**config.mk**
```make
export PLATFORM = sky130hd
export DESIGN_NAME = valtrain_detect_ctrl_flat
export DESIGN_NICKNAME = d
export VERILOG_FILES = /design/src/rtl/valtrain_pkg.sv /design/src/rtl/valtrain_detect_ctrl_if.sv /design/src/rtl/valtrain_run_counter.sv /design/src/rtl/valtrain_detect_ctrl.sv /design/src/flat_wrapper.sv
export SDC_FILE = /design/constraint.sdc
export NUM_CORES = 1
export LEC_CHECK = 0
export ABC_AREA = 1
export CAP_MARGIN = 20
export CORE_ASPECT_RATIO = 0.75
export CORE_MARGIN = 2
export CORE_UTILIZATION = 46
export DETAILED_ROUTE_END_ITERATION = 8
export DONT_BUFFER_PORTS = 1
export GPL_ROUTABILITY_DRIVEN = 0
export MAX_ROUTING_LAYER = met4
export SKIP_CTS_REPAIR_TIMING = 1
export SLEW_MARGIN = 5
export SYNTH_ARGS = -nofsm -noshare
export SYNTH_HDL_FRONTEND = slang
export SYNTH_SLANG_ARGS = --single-unit
export TNS_END_PERCENT = 20
```
**constraint.sdc**
```tcl
create_clock -name i_clk -period 3.3 [get_ports i_clk]
set_input_delay 0.99 -clock i_clk [delete_from_list [all_inputs] [get_ports i_clk]]
set_output_delay 0.99 -clock i_clk [all_outputs]
set_load 0.02 [all_outputs]
```
**src/rtl/valtrain_pkg.sv**
```systemverilog
// Shared types and defaults for the MBINIT valid-training detector controller.
package valtrain_pkg;

    typedef enum logic [2:0] {
        ST_IDLE   = 3'd0,
        ST_CLEAR  = 3'd1,
        ST_RUN    = 3'd2,
        ST_SETTLE = 3'd3,
        ST_DONE   = 3'd4
    } vt_state_e;

    typedef enum logic [1:0] {
        DET_IDLE      = 2'b00,
        DET_ITER_128  = 2'b01,
        DET_CONSEC_16 = 2'b10
    } det_mode_e;

    localparam int DEF_ITER_BEATS     = 32;
    localparam int DEF_SETTLE_CYC     = 2;
    localparam int DEF_MIN_CONS_BEATS = 4;
    localparam int DEF_TIMEOUT_CYC    = 1024;
    localparam int BEAT_CNT_W         = 8;

    function automatic det_mode_e mode_sel(input logic cons);
        return cons ? DET_CONSEC_16 : DET_ITER_128;
    endfunction

endpackage

```
**src/rtl/valtrain_detect_ctrl_if.sv**
```systemverilog
// LTSM/detector-facing signal bundle of valtrain_detect_ctrl; slave = controller side.
interface valtrain_detect_ctrl_if;
    logic        i_start;
    logic        i_mode;
    logic [11:0] i_error_threshold;
    logic        i_abort;
    logic        i_beat_valid;
    logic        i_detection_result;
    logic        o_enable_detector;
    logic        o_enable_128;
    logic        o_enable_cons;
    logic [11:0] o_error_threshold;
    logic        o_busy;
    logic        o_done;
    logic        o_pass;
    logic        o_timeout;

    modport slave (
        input  i_start, i_mode, i_error_threshold, i_abort, i_beat_valid, i_detection_result,
        output o_enable_detector, o_enable_128, o_enable_cons, o_error_threshold,
               o_busy, o_done, o_pass, o_timeout
    );

    modport master (
        output i_start, i_mode, i_error_threshold, i_abort, i_beat_valid, i_detection_result,
        input  o_enable_detector, o_enable_128, o_enable_cons, o_error_threshold,
               o_busy, o_done, o_pass, o_timeout
    );
endinterface

```
**src/rtl/valtrain_run_counter.sv**
```systemverilog
// Beat and RUN-cycle counters for one training attempt; both saturate, never wrap.
module valtrain_run_counter
    import valtrain_pkg::*;
#(
    parameter int ITER_BEATS     = DEF_ITER_BEATS,
    parameter int MIN_CONS_BEATS = DEF_MIN_CONS_BEATS,
    parameter int TIMEOUT_CYC    = DEF_TIMEOUT_CYC
) (
    input  logic i_clk,
    input  logic i_rst_n,
    input  logic i_clr,
    input  logic i_beat_inc,
    input  logic i_cyc_inc,
    output logic o_beat_last,
    output logic o_beat_min_ok,
    output logic o_cyc_last
);
    localparam int CYC_W = $clog2(TIMEOUT_CYC) + 1;

    logic [BEAT_CNT_W-1:0] beat_cnt_q, beat_cnt_d;
    logic [CYC_W-1:0]      cyc_cnt_q, cyc_cnt_d;

    // Next-count logic: clear wins, otherwise saturating increments.
    always_comb begin
        beat_cnt_d = beat_cnt_q;
        cyc_cnt_d  = cyc_cnt_q;
        if (i_clr) begin
            beat_cnt_d = '0;
            cyc_cnt_d  = '0;
        end else begin
            if (i_beat_inc && (beat_cnt_q != {BEAT_CNT_W{1'b1}})) begin
                beat_cnt_d = beat_cnt_q + BEAT_CNT_W'(1);
            end else begin
                beat_cnt_d = beat_cnt_q;
            end
            if (i_cyc_inc && (cyc_cnt_q != {CYC_W{1'b1}})) begin
                cyc_cnt_d = cyc_cnt_q + CYC_W'(1);
            end else begin
                cyc_cnt_d = cyc_cnt_q;
            end
        end
    end

    // Counter registers.
    always_ff @(posedge i_clk or negedge i_rst_n) begin
        if (!i_rst_n) begin
            beat_cnt_q <= '0;
            cyc_cnt_q  <= '0;
        end else begin
            beat_cnt_q <= beat_cnt_d;
            cyc_cnt_q  <= cyc_cnt_d;
        end
    end

    assign o_beat_last   = (beat_cnt_q == BEAT_CNT_W'(ITER_BEATS - 1));
    assign o_beat_min_ok = (beat_cnt_q >= BEAT_CNT_W'(MIN_CONS_BEATS));
    assign o_cyc_last    = (cyc_cnt_q == CYC_W'(TIMEOUT_CYC - 1));

endmodule

```
**src/rtl/valtrain_detect_ctrl.sv**
```systemverilog
// Sequences the valid-lane pattern detector through one MBINIT valid-training run.
// Optional VALTRAIN_AUTO_RETRY_EN: a failed run is retried once before reporting.
module valtrain_detect_ctrl
    import valtrain_pkg::*;
#(
    parameter int ITER_BEATS     = DEF_ITER_BEATS,
    parameter int SETTLE_CYC     = DEF_SETTLE_CYC,
    parameter int MIN_CONS_BEATS = DEF_MIN_CONS_BEATS,
    parameter int TIMEOUT_CYC    = DEF_TIMEOUT_CYC
) (
    input  logic                   i_clk,
    input  logic                   i_rst_n,
    valtrain_detect_ctrl_if.slave  bus
);
    localparam int SETTLE_W = $clog2(SETTLE_CYC) + 1;

    vt_state_e             state_q, state_d;
    logic                  mode_q, mode_d;
    logic [11:0]           thr_q, thr_d;
    logic                  pass_q, pass_d;
    logic                  timeout_q, timeout_d;
    logic [SETTLE_W-1:0]   settle_q, settle_d;
    logic                  fail_s, fail_to_s;
    logic                  beat_last_s, beat_min_ok_s, cyc_last_s;
    logic                  en_det_s;
    det_mode_e             mode_bits_s;
`ifdef VALTRAIN_AUTO_RETRY_EN
    logic                  retry_q, retry_d;
`endif

    valtrain_run_counter #(
        .ITER_BEATS     (ITER_BEATS),
        .MIN_CONS_BEATS (MIN_CONS_BEATS),
        .TIMEOUT_CYC    (TIMEOUT_CYC)
    ) u_cnt (
        .i_clk         (i_clk),
        .i_rst_n       (i_rst_n),
        .i_clr         (state_q == ST_CLEAR),
        .i_beat_inc    ((state_q == ST_RUN) && bus.i_beat_valid),
        .i_cyc_inc     (state_q == ST_RUN),
        .o_beat_last   (beat_last_s),
        .o_beat_min_ok (beat_min_ok_s),
        .o_cyc_last    (cyc_last_s)
    );

    // Next-state and result logic; abort overrides everything at the end.
    always_comb begin
        state_d   = state_q;
        mode_d    = mode_q;
        thr_d     = thr_q;
        pass_d    = pass_q;
        timeout_d = timeout_q;
        settle_d  = settle_q;
        fail_s    = 1'b0;
        fail_to_s = 1'b0;
`ifdef VALTRAIN_AUTO_RETRY_EN
        retry_d   = retry_q;
`endif
        case (state_q)
            ST_IDLE: begin
                if (bus.i_start) begin
                    mode_d    = bus.i_mode;
                    thr_d     = bus.i_error_threshold;
                    pass_d    = 1'b0;
                    timeout_d = 1'b0;
`ifdef VALTRAIN_AUTO_RETRY_EN
                    retry_d   = 1'b0;
`endif
                    state_d   = ST_CLEAR;
                end else begin
                    state_d = ST_IDLE;
                end
            end
            ST_CLEAR: state_d = ST_RUN;
            ST_RUN: begin
                if (!mode_q) begin
                    if (bus.i_beat_valid && beat_last_s) begin
                        settle_d = '0;
                        state_d  = ST_SETTLE;
                    end else begin
                        state_d = ST_RUN;
                    end
                end else if (bus.i_detection_result && beat_min_ok_s) begin
                    pass_d  = 1'b1;
                    state_d = ST_DONE;
                end else if (cyc_last_s) begin
                    pass_d    = 1'b0;
                    fail_s    = 1'b1;
                    fail_to_s = 1'b1;
                end else begin
                    state_d = ST_RUN;
                end
            end
            ST_SETTLE: begin
                if (settle_q == SETTLE_W'(SETTLE_CYC - 1)) begin
                    pass_d = bus.i_detection_result;
                    if (bus.i_detection_result) begin
                        state_d = ST_DONE;
                    end else begin
                        fail_s = 1'b1;
                    end
                end else begin
                    settle_d = settle_q + SETTLE_W'(1);
                end
            end
            ST_DONE: state_d = ST_IDLE;
            default: state_d = ST_IDLE;
        endcase

        if (fail_s) begin
`ifdef VALTRAIN_AUTO_RETRY_EN
            if (!retry_q) begin
                retry_d   = 1'b1;
                pass_d    = 1'b0;
                timeout_d = 1'b0;
                state_d   = ST_CLEAR;
            end else begin
                timeout_d = fail_to_s;
                state_d   = ST_DONE;
            end
`else
            timeout_d = fail_to_s;
            state_d   = ST_DONE;
`endif
        end else begin
            timeout_d = timeout_d;
        end

        if (bus.i_abort && (state_q != ST_IDLE)) begin
            pass_d  = 1'b0;
            state_d = ST_IDLE;
        end else begin
            pass_d = pass_d;
        end
    end

    // Control and result registers.
    always_ff @(posedge i_clk or negedge i_rst_n) begin
        if (!i_rst_n) begin
            state_q   <= ST_IDLE;
            mode_q    <= 1'b0;
            thr_q     <= 12'h000;
            pass_q    <= 1'b0;
            timeout_q <= 1'b0;
            settle_q  <= '0;
`ifdef VALTRAIN_AUTO_RETRY_EN
            retry_q   <= 1'b0;
`endif
        end else begin
            state_q   <= state_d;
            mode_q    <= mode_d;
            thr_q     <= thr_d;
            pass_q    <= pass_d;
            timeout_q <= timeout_d;
            settle_q  <= settle_d;
`ifdef VALTRAIN_AUTO_RETRY_EN
            retry_q   <= retry_d;
`endif
        end
    end

    // Detector enables: the enable follows real beats only while running.
    always_comb begin
        en_det_s    = 1'b0;
        mode_bits_s = DET_IDLE;
        case (state_q)
            ST_CLEAR:  en_det_s = 1'b1;
            ST_RUN: begin
                en_det_s    = bus.i_beat_valid;
                mode_bits_s = mode_sel(mode_q);
            end
            ST_SETTLE: mode_bits_s = mode_sel(mode_q);
            default: begin
                en_det_s    = 1'b0;
                mode_bits_s = DET_IDLE;
            end
        endcase
    end

    assign bus.o_enable_detector = en_det_s;
    assign bus.o_enable_128      = mode_bits_s[0];
    assign bus.o_enable_cons     = mode_bits_s[1];
    assign bus.o_error_threshold = thr_q;
    assign bus.o_busy            = (state_q != ST_IDLE);
    assign bus.o_done            = (state_q == ST_DONE);
    assign bus.o_pass            = pass_q;
    assign bus.o_timeout         = timeout_q;

endmodule

```
**src/flat_wrapper.sv**
```systemverilog
// flat-port wrapper written by rule: the top's interface ports become plain ports
module valtrain_detect_ctrl_flat import valtrain_pkg::*;
#(
    parameter int ITER_BEATS     = DEF_ITER_BEATS,
    parameter int SETTLE_CYC     = DEF_SETTLE_CYC,
    parameter int MIN_CONS_BEATS = DEF_MIN_CONS_BEATS,
    parameter int TIMEOUT_CYC    = DEF_TIMEOUT_CYC
)
  (i_clk, i_rst_n, bus_i_start, bus_i_mode, bus_i_error_threshold, bus_i_abort, bus_i_beat_valid, bus_i_detection_result, bus_o_enable_detector, bus_o_enable_128, bus_o_enable_cons, bus_o_error_threshold, bus_o_busy, bus_o_done, bus_o_pass, bus_o_timeout);
  valtrain_detect_ctrl_if bus_i ();
  input  logic i_clk;
  input  logic i_rst_n;
  input wire logic [$bits(bus_i.i_start)-1:0] bus_i_start;
  input wire logic [$bits(bus_i.i_mode)-1:0] bus_i_mode;
  input wire logic [$bits(bus_i.i_error_threshold)-1:0] bus_i_error_threshold;
  input wire logic [$bits(bus_i.i_abort)-1:0] bus_i_abort;
  input wire logic [$bits(bus_i.i_beat_valid)-1:0] bus_i_beat_valid;
  input wire logic [$bits(bus_i.i_detection_result)-1:0] bus_i_detection_result;
  output wire logic [$bits(bus_i.o_enable_detector)-1:0] bus_o_enable_detector;
  output wire logic [$bits(bus_i.o_enable_128)-1:0] bus_o_enable_128;
  output wire logic [$bits(bus_i.o_enable_cons)-1:0] bus_o_enable_cons;
  output wire logic [$bits(bus_i.o_error_threshold)-1:0] bus_o_error_threshold;
  output wire logic [$bits(bus_i.o_busy)-1:0] bus_o_busy;
  output wire logic [$bits(bus_i.o_done)-1:0] bus_o_done;
  output wire logic [$bits(bus_i.o_pass)-1:0] bus_o_pass;
  output wire logic [$bits(bus_i.o_timeout)-1:0] bus_o_timeout;
  assign bus_i.i_start = bus_i_start;
  assign bus_i.i_mode = bus_i_mode;
  assign bus_i.i_error_threshold = bus_i_error_threshold;
  assign bus_i.i_abort = bus_i_abort;
  assign bus_i.i_beat_valid = bus_i_beat_valid;
  assign bus_i.i_detection_result = bus_i_detection_result;
  assign bus_o_enable_detector = bus_i.o_enable_detector;
  assign bus_o_enable_128 = bus_i.o_enable_128;
  assign bus_o_enable_cons = bus_i.o_enable_cons;
  assign bus_o_error_threshold = bus_i.o_error_threshold;
  assign bus_o_busy = bus_i.o_busy;
  assign bus_o_done = bus_i.o_done;
  assign bus_o_pass = bus_i.o_pass;
  assign bus_o_timeout = bus_i.o_timeout;
  valtrain_detect_ctrl #(.ITER_BEATS(ITER_BEATS), .SETTLE_CYC(SETTLE_CYC), .MIN_CONS_BEATS(MIN_CONS_BEATS), .TIMEOUT_CYC(TIMEOUT_CYC)) u_core (.i_clk(i_clk), .i_rst_n(i_rst_n), .bus(bus_i));
endmodule
```
Word level (Yosys, flattened, before mapping)
Index checks and enable logic that the tools add are counted.
Widths: inputs -> output; s select.
{"block": "totals", "register_bits": 39, "latch_bits": 0, "mem_bits_rw": 0, "mem_bits_ro": 0, "out_inout_bits": 19, "word_cells": 88, "n_memories": 0}
{"block": "classes", "add_sub_neg": 3, "n_mul": 0, "div": 0, "n_lt_le_gt_ge": 1, "n_eq_ne": 19, "n_shift": 0, "mux": 37, "bitwise_logic": 0, "reduce_logical": 20}
{"op": "$mux 11", "count": 2}
{"op": "$mux 3", "count": 7}
{"op": "$mux 1", "count": 16}
{"op": "$mux 8", "count": 2}
{"op": "$pmux 3 s4", "count": 1}
{"op": "$add 11x1->11 const B", "count": 1}
{"op": "$eq 11x10->1 const B", "count": 1}
{"op": "$ne 11x11->1 const B", "count": 1}
{"op": "$mux 2", "count": 5}
{"op": "$reduce_bool 2->1", "count": 5}
{"op": "$add 8x1->8 const B", "count": 1}
{"op": "$eq 8x5->1 const B", "count": 1}
{"op": "$ge 8x3->1 const B", "count": 1}
{"op": "$ne 4x1->1 const B", "count": 2}
{"op": "$ne 8x8->1 const B", "count": 1}
{"op": "$eq 3x2->1 const B", "count": 2}
{"op": "$logic_and 1x1->1", "count": 6}
{"op": "$ne 3x1->1 const B", "count": 2}
{"op": "$ne 6x6->1 const B", "count": 1}
{"op": "$reduce_and 5->1", "count": 1}
{"op": "$ne 2x2->1 const B", "count": 2}
{"op": "$ne 4x2->1 const B", "count": 1}
{"op": "$pmux 1 s2", "count": 2}
{"op": "$pmux 2 s2", "count": 1}
{"op": "other kinds (14)", "count": 15}

Longest topological paths before layout
Gate-level depths: netlist of the first run.
{"block": "logic_depth", "word_depth": 7, "ltp_mapped": 10, "mapped_depth_nobuf": 10}

Modules after synthesis
A second synthesis of the first run with hierarchy kept.
{"block": "hier_totals", "cells_unflattened": 299, "hier_area_um2": 2209.6}
{"mod": "valtrain_run_counter", "n_inst": 1, "cells_per_inst": 172, "area_each_um2": 1201.2, "seq_area_each_um2": 475.5}
{"mod": "valtrain_detect_ctrl", "n_inst": 1, "cells_per_inst": 127, "area_each_um2": 1008.5, "seq_area_each_um2": 500.5}

Least setup slack after synthesis of the first run
OpenSTA, ideal clock, no wires.
{"block": "synth_timing", "path_kind": "register to output", "startpoint": "register u_core.state_q[1]", "endpoint": "output bus_o_enable_detector", "arrival_ns": 1.194, "required_ns": 2.310, "path_slack_ns": 1.116, "path_stages_with_launch": 5, "cell_sequence": "dfrtp_1 -> nor3_4 -> inv_2 -> buf_6 -> nand2_1"}
{"block": "synth_via", "elab_chain_cells": 2, "elab_cells_between_ends": 3, "cone_classes": "eq/ne: 2; mux: 1"}
{"item": "start, declared", "line": "valtrain_detect_ctrl.sv:17", "source": "vt_state_e state_q, state_d;"}
{"item": "start signal, assigned", "line": "valtrain_detect_ctrl.sv:150", "source": "state_q <= state_d;"}
{"item": "$eq 3x2->1 or $eq 3x1->1 (tied branches)", "line": "valtrain_detect_ctrl.sv:166", "source": "case (state_q)"}
{"item": "$pmux 1 s2 *", "line": "valtrain_detect_ctrl.sv:166"}
{"item": "end, declared", "line": "flat_wrapper.sv:19", "source": "output wire logic [$bits(bus_i.o_enable_detector)-1:0] bus_o_enable_detector;"}
Mark *: on every way between the ends. The rest lies on a longest branch, timed or not.

Final worst setup path of the first run
Same ends and word-level chain as after synthesis.

==> metrics.txt, run 1 <==
Ys Warns=0; Avg Cell Area, Syn=between 8 and 9 um^2; reg2reg setup slack=1.64 ns; Clock transition at path regs=0.08 ns; run status=finished, final reports clean; final setup TNS=0 ns; CTS Buffer Depth=2; crit end category=primary output; layout cell share with drive strength beyond 1=between 10% and 20%; core area=4546 um^2; count of antenna-violating nets left after detailed routing=0; Num CTS Buffers=5; sequential share of power=41.1%; Mapped Area=2212 um^2; total power=2.115 mW; # nets final=291; largest net degree at the start of global routing=40; # IOs=38; Combinational Power Share=36.6%; vias post-DR=1664; gr usage total=18.33%; CP Class=reg2out; worst-path maximum fanout=14; Die W=between 80 and 90 um; Peak Freq=383.7 MHz; power per cell area=882.3 nW/um^2; area added between synthesis and finish=8.371%; clk_lat worst skew=0.29 ns; count of different cell masters after synthesis=32; R2R cell count=8; switching pwr=roughly 0.90 mW; Iter 0 DRT Violations=81; leakage=1.181 nW; Fill cells=462; Die Y=64.06 um; Final Max Slew Viols=0; CTS Sinks=39; DRC violation count after routing=0; min Tclk post-route=2.606 ns; class of the worst hold path=in2async; number of flops mapped to enable cells by yosys=0; Internal=1.216 mW; diode count=0; Clock Power Share=about 22%; Final setup violation count=0; root buf cell=clkbuf_8; global route overflow=0; post-synth net total=~290; Mapped Cells=263; vias in the first global route=between 1500 and 2000; Synth Flop Type=dfrtp_1; Synth area leader=dfrtp_1; die footprint=5385 um^2; RSZ-0062 raised after global routing=false; CTS tree=built; Arr. time, crit path=1.62 ns; smallest hold slack=0.3809 ns; htree depth=2; Seq/Total Area, Yosys=44.12%; reg2reg start=u_core.u_cnt.cyc_cnt_q[0]; worst r2r dst=u_core.state_q[1]; Synth top area share=44.12%; headroom to the max-slew limit=50.36%; first-pass GRT wire length=7576 um; fraction of registers with async set or reset after synthesis=100.0%; MaxCap Viol Count=0; synthesis-stage register bit count=39; TritonRoute pass-1 iters=4; top-count cell post-synth=nand2_1; final hold vios=0; measured slew at the worst slew-check pin=~0.74 ns; dpl hpwl=about 3200 um; routed wire length=between 4000 and 5000 um; Worst EP required=about 2.3 ns; Startpoint Class=flop; Fin Clk Skew=roughly 0.0094 ns; largest cells by area after synthesis=dfrtp_1, nand2_1, nor2_1, inv_1, nand3_1; vias per cell=5.104; WL/cell=13.02 um; IO Port Bufs=0; part of the cycle the worst path needs=about four fifths; Sw Ratio=42.51%; worst vdd ir=0.5851 mV; Starting Density=48.67%; initial antenna violation count=0; Post-synth top cells=nand2_1, dfrtp_1, nor2_1; Site Rows=21
## logic make-up (layout without fill, tap and decap cells)
| group | count (synthesis) | after routing | share of synthesized area [%] |
|---|---|---|---|
| compound gates | 19 | 19 | 4.978 |
| xor+xnor | 6 | 6 | 2.376 |
| fa+ha+maj | 4 | 4 | 2.263 |
| buf+inv | 39 | 45 | 7.466 |
| flops | 39 | 39 | 44.12 |
| mux | 12 | 12 | 7.127 |
| simple gates | 144 | 144 | 31.67 |
## power by group through the flow
stage	clock (mW)	combinational [mW]	sequential, mW
after global placement	0	0.771	0.878
after floorplan	0	0.676	0.845
final	0.472	0.774	0.869
after CTS	0.486	0.779	0.872
after global routing	0.510	0.879	0.896
after detailed placement	0	0.776	0.878
## cell usage in the layout (no fill, tap or decap), types with 2 or more instances in the layout
cell	n
nand2_1	63
dfrtp_1	39
nor2_1	28
inv_1	27
nand3_1	19
nand4_1	10
inv_2	8
o21ai_0	8
mux2_4	6
mux2_2	6
nor3_1	5
xor2_1	5
clkbuf_8	5
nor2_4	4
nand2_2	4
ha_1	4
nand3_2	3
nand2_4	3
o21ai_1	3
a21oi_1	3
or2_2	2
bufinv_16	2
## critical path, cell delays in order (launching register included)
cell and delay [ns]:
dfrtp_1 0.50, nor3_4 0.37, inv_2 0.22, nand2_1 0.24
## registers in the layout, summed over array words and instances (netlist names)
signal / flops
u_core.mode_q: 1
u_core.settle_q: 2
u_core.bus.o_timeout: 1
u_core.bus.o_pass: 1
u_core.u_cnt.beat_cnt_q: 8
u_core.bus.o_error_threshold: 12
u_core.state_q: 3
u_core.u_cnt.cyc_cnt_q: 11
## stage by stage
| step | util (%) | area (um^2) | worst slack [ns] | instances |
|---|---|---|---|---|
| 2_1_floorplan | - | 2212 | 1.116 | 263 |
| 3_3_place_gp | 49.74 | 2261 | 1.045 | 318 |
| 3_5_place_dp | 49.74 | 2261 | 1.024 | 318 |
| 4_1_cts | 52.74 | 2397 | 0.6834 | 326 |
| 5_1_grt | 52.74 | 2397 | 0.6065 | 326 |
| 6_report | 52.74 | 2397 | 0.6939 | 326 |
## final cells by class
type                       count  area, um^2  share of cell area (%)
inverter                      37       142.6                   5.950
multi-input combinational    185        1071                   44.68
sequential                    39       975.9                   40.71
clock inverter                 3       67.56                   2.818
clock buffer                   5       68.82                   2.871
tap                           57       71.32                   2.975
## metal layers
metal	part of all wire (%)	vias up	routed length, um	GRT usage [%]
met2	42	32	1764	24.21
met3	5.0	4	214	5.039
li1	-	853	-	-
met5	0	-	0	-
met4	1.2	0	49	5.444
met1	52	775	2214	27.24
## worst max-delay path by stage
stage,start,endpoint,slack (ns),cells past startpoint
floorplan,u_core.state_q[1],bus_o_enable_detector,1.12,4
detailed placement,u_core.state_q[1],bus_o_enable_detector,1.02,3
finish,u_core.state_q[1],bus_o_enable_detector,0.69,3
global placement,u_core.state_q[1],bus_o_enable_detector,1.04,3
CTS,u_core.state_q[1],bus_o_enable_detector,0.68,3
global route,u_core.state_q[1],bus_o_enable_detector,0.61,3
Power figures use the tool's default switching activity.
==> run 2: changes to the inputs <==
clock period = 2.2 ns   (was 3.3 ns; I/O delays follow)
==> run 2 against run 1 <==
  * Critical path depth unchanged
  * Sequential share of layout area up 0.15 points
  * Via count down 0.42%
  * Die area unchanged
  * Combinational power up 54%
  * Flip-flop and latch count unchanged
  * Worst hold slack worse by 0.34 ns
  * Largest cell class unchanged
  * Power up 47%
  * First-iteration DRC count up 26%
  * Critical path type unchanged
  * Register-to-register slack worse by 1.1 ns
==> metrics.txt, run 2 (same netlist as run 1, synthesis figures left out) <==
reg2reg setup slack=0.54 ns (was 1.64 ns); Starting Density=48.67% (unchanged); htree depth=2 (unchanged); CP delay by family, top=simple AND/OR/NAND/NOR gates (unchanged); measured slew at the worst slew-check pin=0.3240 ns (was 0.7389 ns); clk_lat worst skew=0.30 ns (was 0.29 ns); PnR worst setup slack=0.1380 ns (was 0.6939 ns); layout cell share with drive strength beyond 1=19.19% (was 18.59%); Final setup violation count=0 (unchanged); core area=4546 um^2 (unchanged); fin area=2389 um^2 (was 2397 um^2); Iter 0 DRT Violations=102 (was 81); DRC violation count after routing=0 (unchanged); IO Port Bufs=0 (unchanged); most frequent cells in the layout=nand2_1, dfrtp_1, nor2_1 (unchanged); Place WS=0.4598 ns (was 1.024 ns); CP Class=reg2out (unchanged); Peak Freq=485.0 MHz; global route overflow=0 (unchanged); first-pass GRT wire length=7576 um (unchanged); Num CTS Buffers=5 (unchanged); final setup TNS=0 ns (unchanged); reg2reg start=u_core.u_cnt.cyc_cnt_q[0] (unchanged); crit-path cells=nor3_4 -> inv_2 -> nand2_1 (unchanged); crit end category=primary output (unchanged); die footprint=5385 um^2 (unchanged); part of the cycle the worst path needs=a little over nine tenths; power per cell area=1304 nW/um^2 (was 882.3 nW/um^2); sequential cell area=975.9 um^2 (unchanged); class of the worst hold path=in2async (unchanged); Startpoint Class=flop (unchanged); CTS Sinks=39 (unchanged); CTS tree=built (unchanged); smallest hold slack=0.03981 ns (was 0.3809 ns); R2R cell count=8 (unchanged); # nets final=293 (was 291); largest net degree at the start of global routing=40 (unchanged); routed wire length=4407 um (was 4243 um); multi-input logic area=1071 um^2 (unchanged); final core occ=52.55% (was 52.74%); Clock transition at path regs=0.08 ns (about the same); headroom to the max-slew limit=78.33% (was 50.36%); Final Max Slew Viols=0 (unchanged); initial antenna violation count=0 (unchanged); Die Y=64.06 um (unchanged); Arr. time, crit path=1.40 ns (was 1.62 ns); number of flip-flops in the largest register=12 (unchanged); Max stage delay on crit path=0.49 ns (was 0.50 ns); Site Rows=21 (unchanged); CP max-delay cell=dfrtp_1 (unchanged); WL/cell=13.44 um (was 13.02 um); placed inst area=2276 um^2 (was 2261 um^2); worst vdd ir=0.7436 mV (was 0.5851 mV); dpl hpwl=3245 um (was 3179 um); root buf cell=clkbuf_8 (unchanged); gr usage total=18.47% (was 18.33%); Worst EP required=1.54 ns (was 2.31 ns); CTS Buffer Depth=2 (unchanged); leakage=1.185 nW (was 1.181 nW); vias per cell=5.052 (was 5.104); vias in the first global route=1577 (was 1570); Critical path buffers and inverters=1 (unchanged); diode count=0 (unchanged); area added between synthesis and finish=7.975% (was 8.371%); Fin Clk Skew=0.006612 ns (was 0.009374 ns); Fill cells=431 (was 462); # IOs=38 (unchanged); worst r2r dst=u_core.state_q[1] (unchanged); final hold vios=0 (unchanged); worst-path maximum fanout=7 (was 14); run status=finished, final reports clean (unchanged); RSZ-0062 raised after global routing=false (unchanged); count of antenna-violating nets left after detailed routing=0 (unchanged); Die W=84.08 um (unchanged); TritonRoute pass-1 iters=4 (unchanged); commonest non-fill, non-tap cell in the layout=nand2_1 (unchanged); vias post-DR=1657 (was 1664); min Tclk post-route=2.062 ns; MaxCap Viol Count=0 (unchanged)
## run 2: cell count changes in the layout (fill, tap and decap cells not counted), sizes merged
cell | before | now
buf | 0 | 2
clkinv | 1 | 3
bufinv | 2 | 1
clkinvlp | 1 | 0
## run 2: worst max-delay path by stage
stage	from	to	slack (ns)	depth (start not counted)
after global routing	u_core.state_q[1]	bus_o_enable_detector	0.03	3
final	u_core.state_q[1]	bus_o_enable_detector	0.14	3
after floorplan	u_core.state_q[1]	bus_o_enable_detector	0.35	4
after global placement	u_core.state_q[1]	bus_o_enable_detector	0.47	3
after detailed placement	u_core.state_q[1]	bus_o_enable_detector	0.46	3
after CTS	u_core.state_q[1]	bus_o_enable_detector	0.12	3
## run 2: layout make-up
cell class | count | area share, %
Clock buffer | 5 | 2.881
Clock inverter | 3 | 1.833
Inverter | 37 | 5.972
Multi-Input combinational cell | 185 | 44.84
Sequential cell | 39 | 40.86
Tap cell | 57 | 2.986
Timing Repair Buffer | 2 | 0.6286
## run 2: worst register-to-register path, delay by kind of cell, from the launching register on
family                   cells  cell delay (ns)
adder cells (fa/ha/maj)      1             0.19
flip-flops                   1             0.44
AND/OR/NAND/NOR              7             0.91
## run 2: report_power, final
| group | internal (mW) | switching (mW) |
|---|---|---|
| Combinational | 0.445 | 0.744 |
| Clock | 0.338 | 0.282 |
| Sequential | 0.941 | 0.364 |
| Total | 1.72 | 1.39 |
## run 2: metrics by stage
step,std cells,total power [mW]
final,328,3.115
after detailed placement,320,2.510
after global routing,328,3.330
after global placement,320,2.497
after floorplan,263,2.281
after CTS,328,3.140
## run 2: metal layers
layer | GRT usage (%) | vias to the layer above | routed length [um]
li1 | - | 859 | -
met4 | 4.234 | 0 | 14
met5 | - | - | 0
met2 | 25.40 | 37 | 1834
met1 | 26.80 | 759 | 2290
met3 | 5.556 | 2 | 267
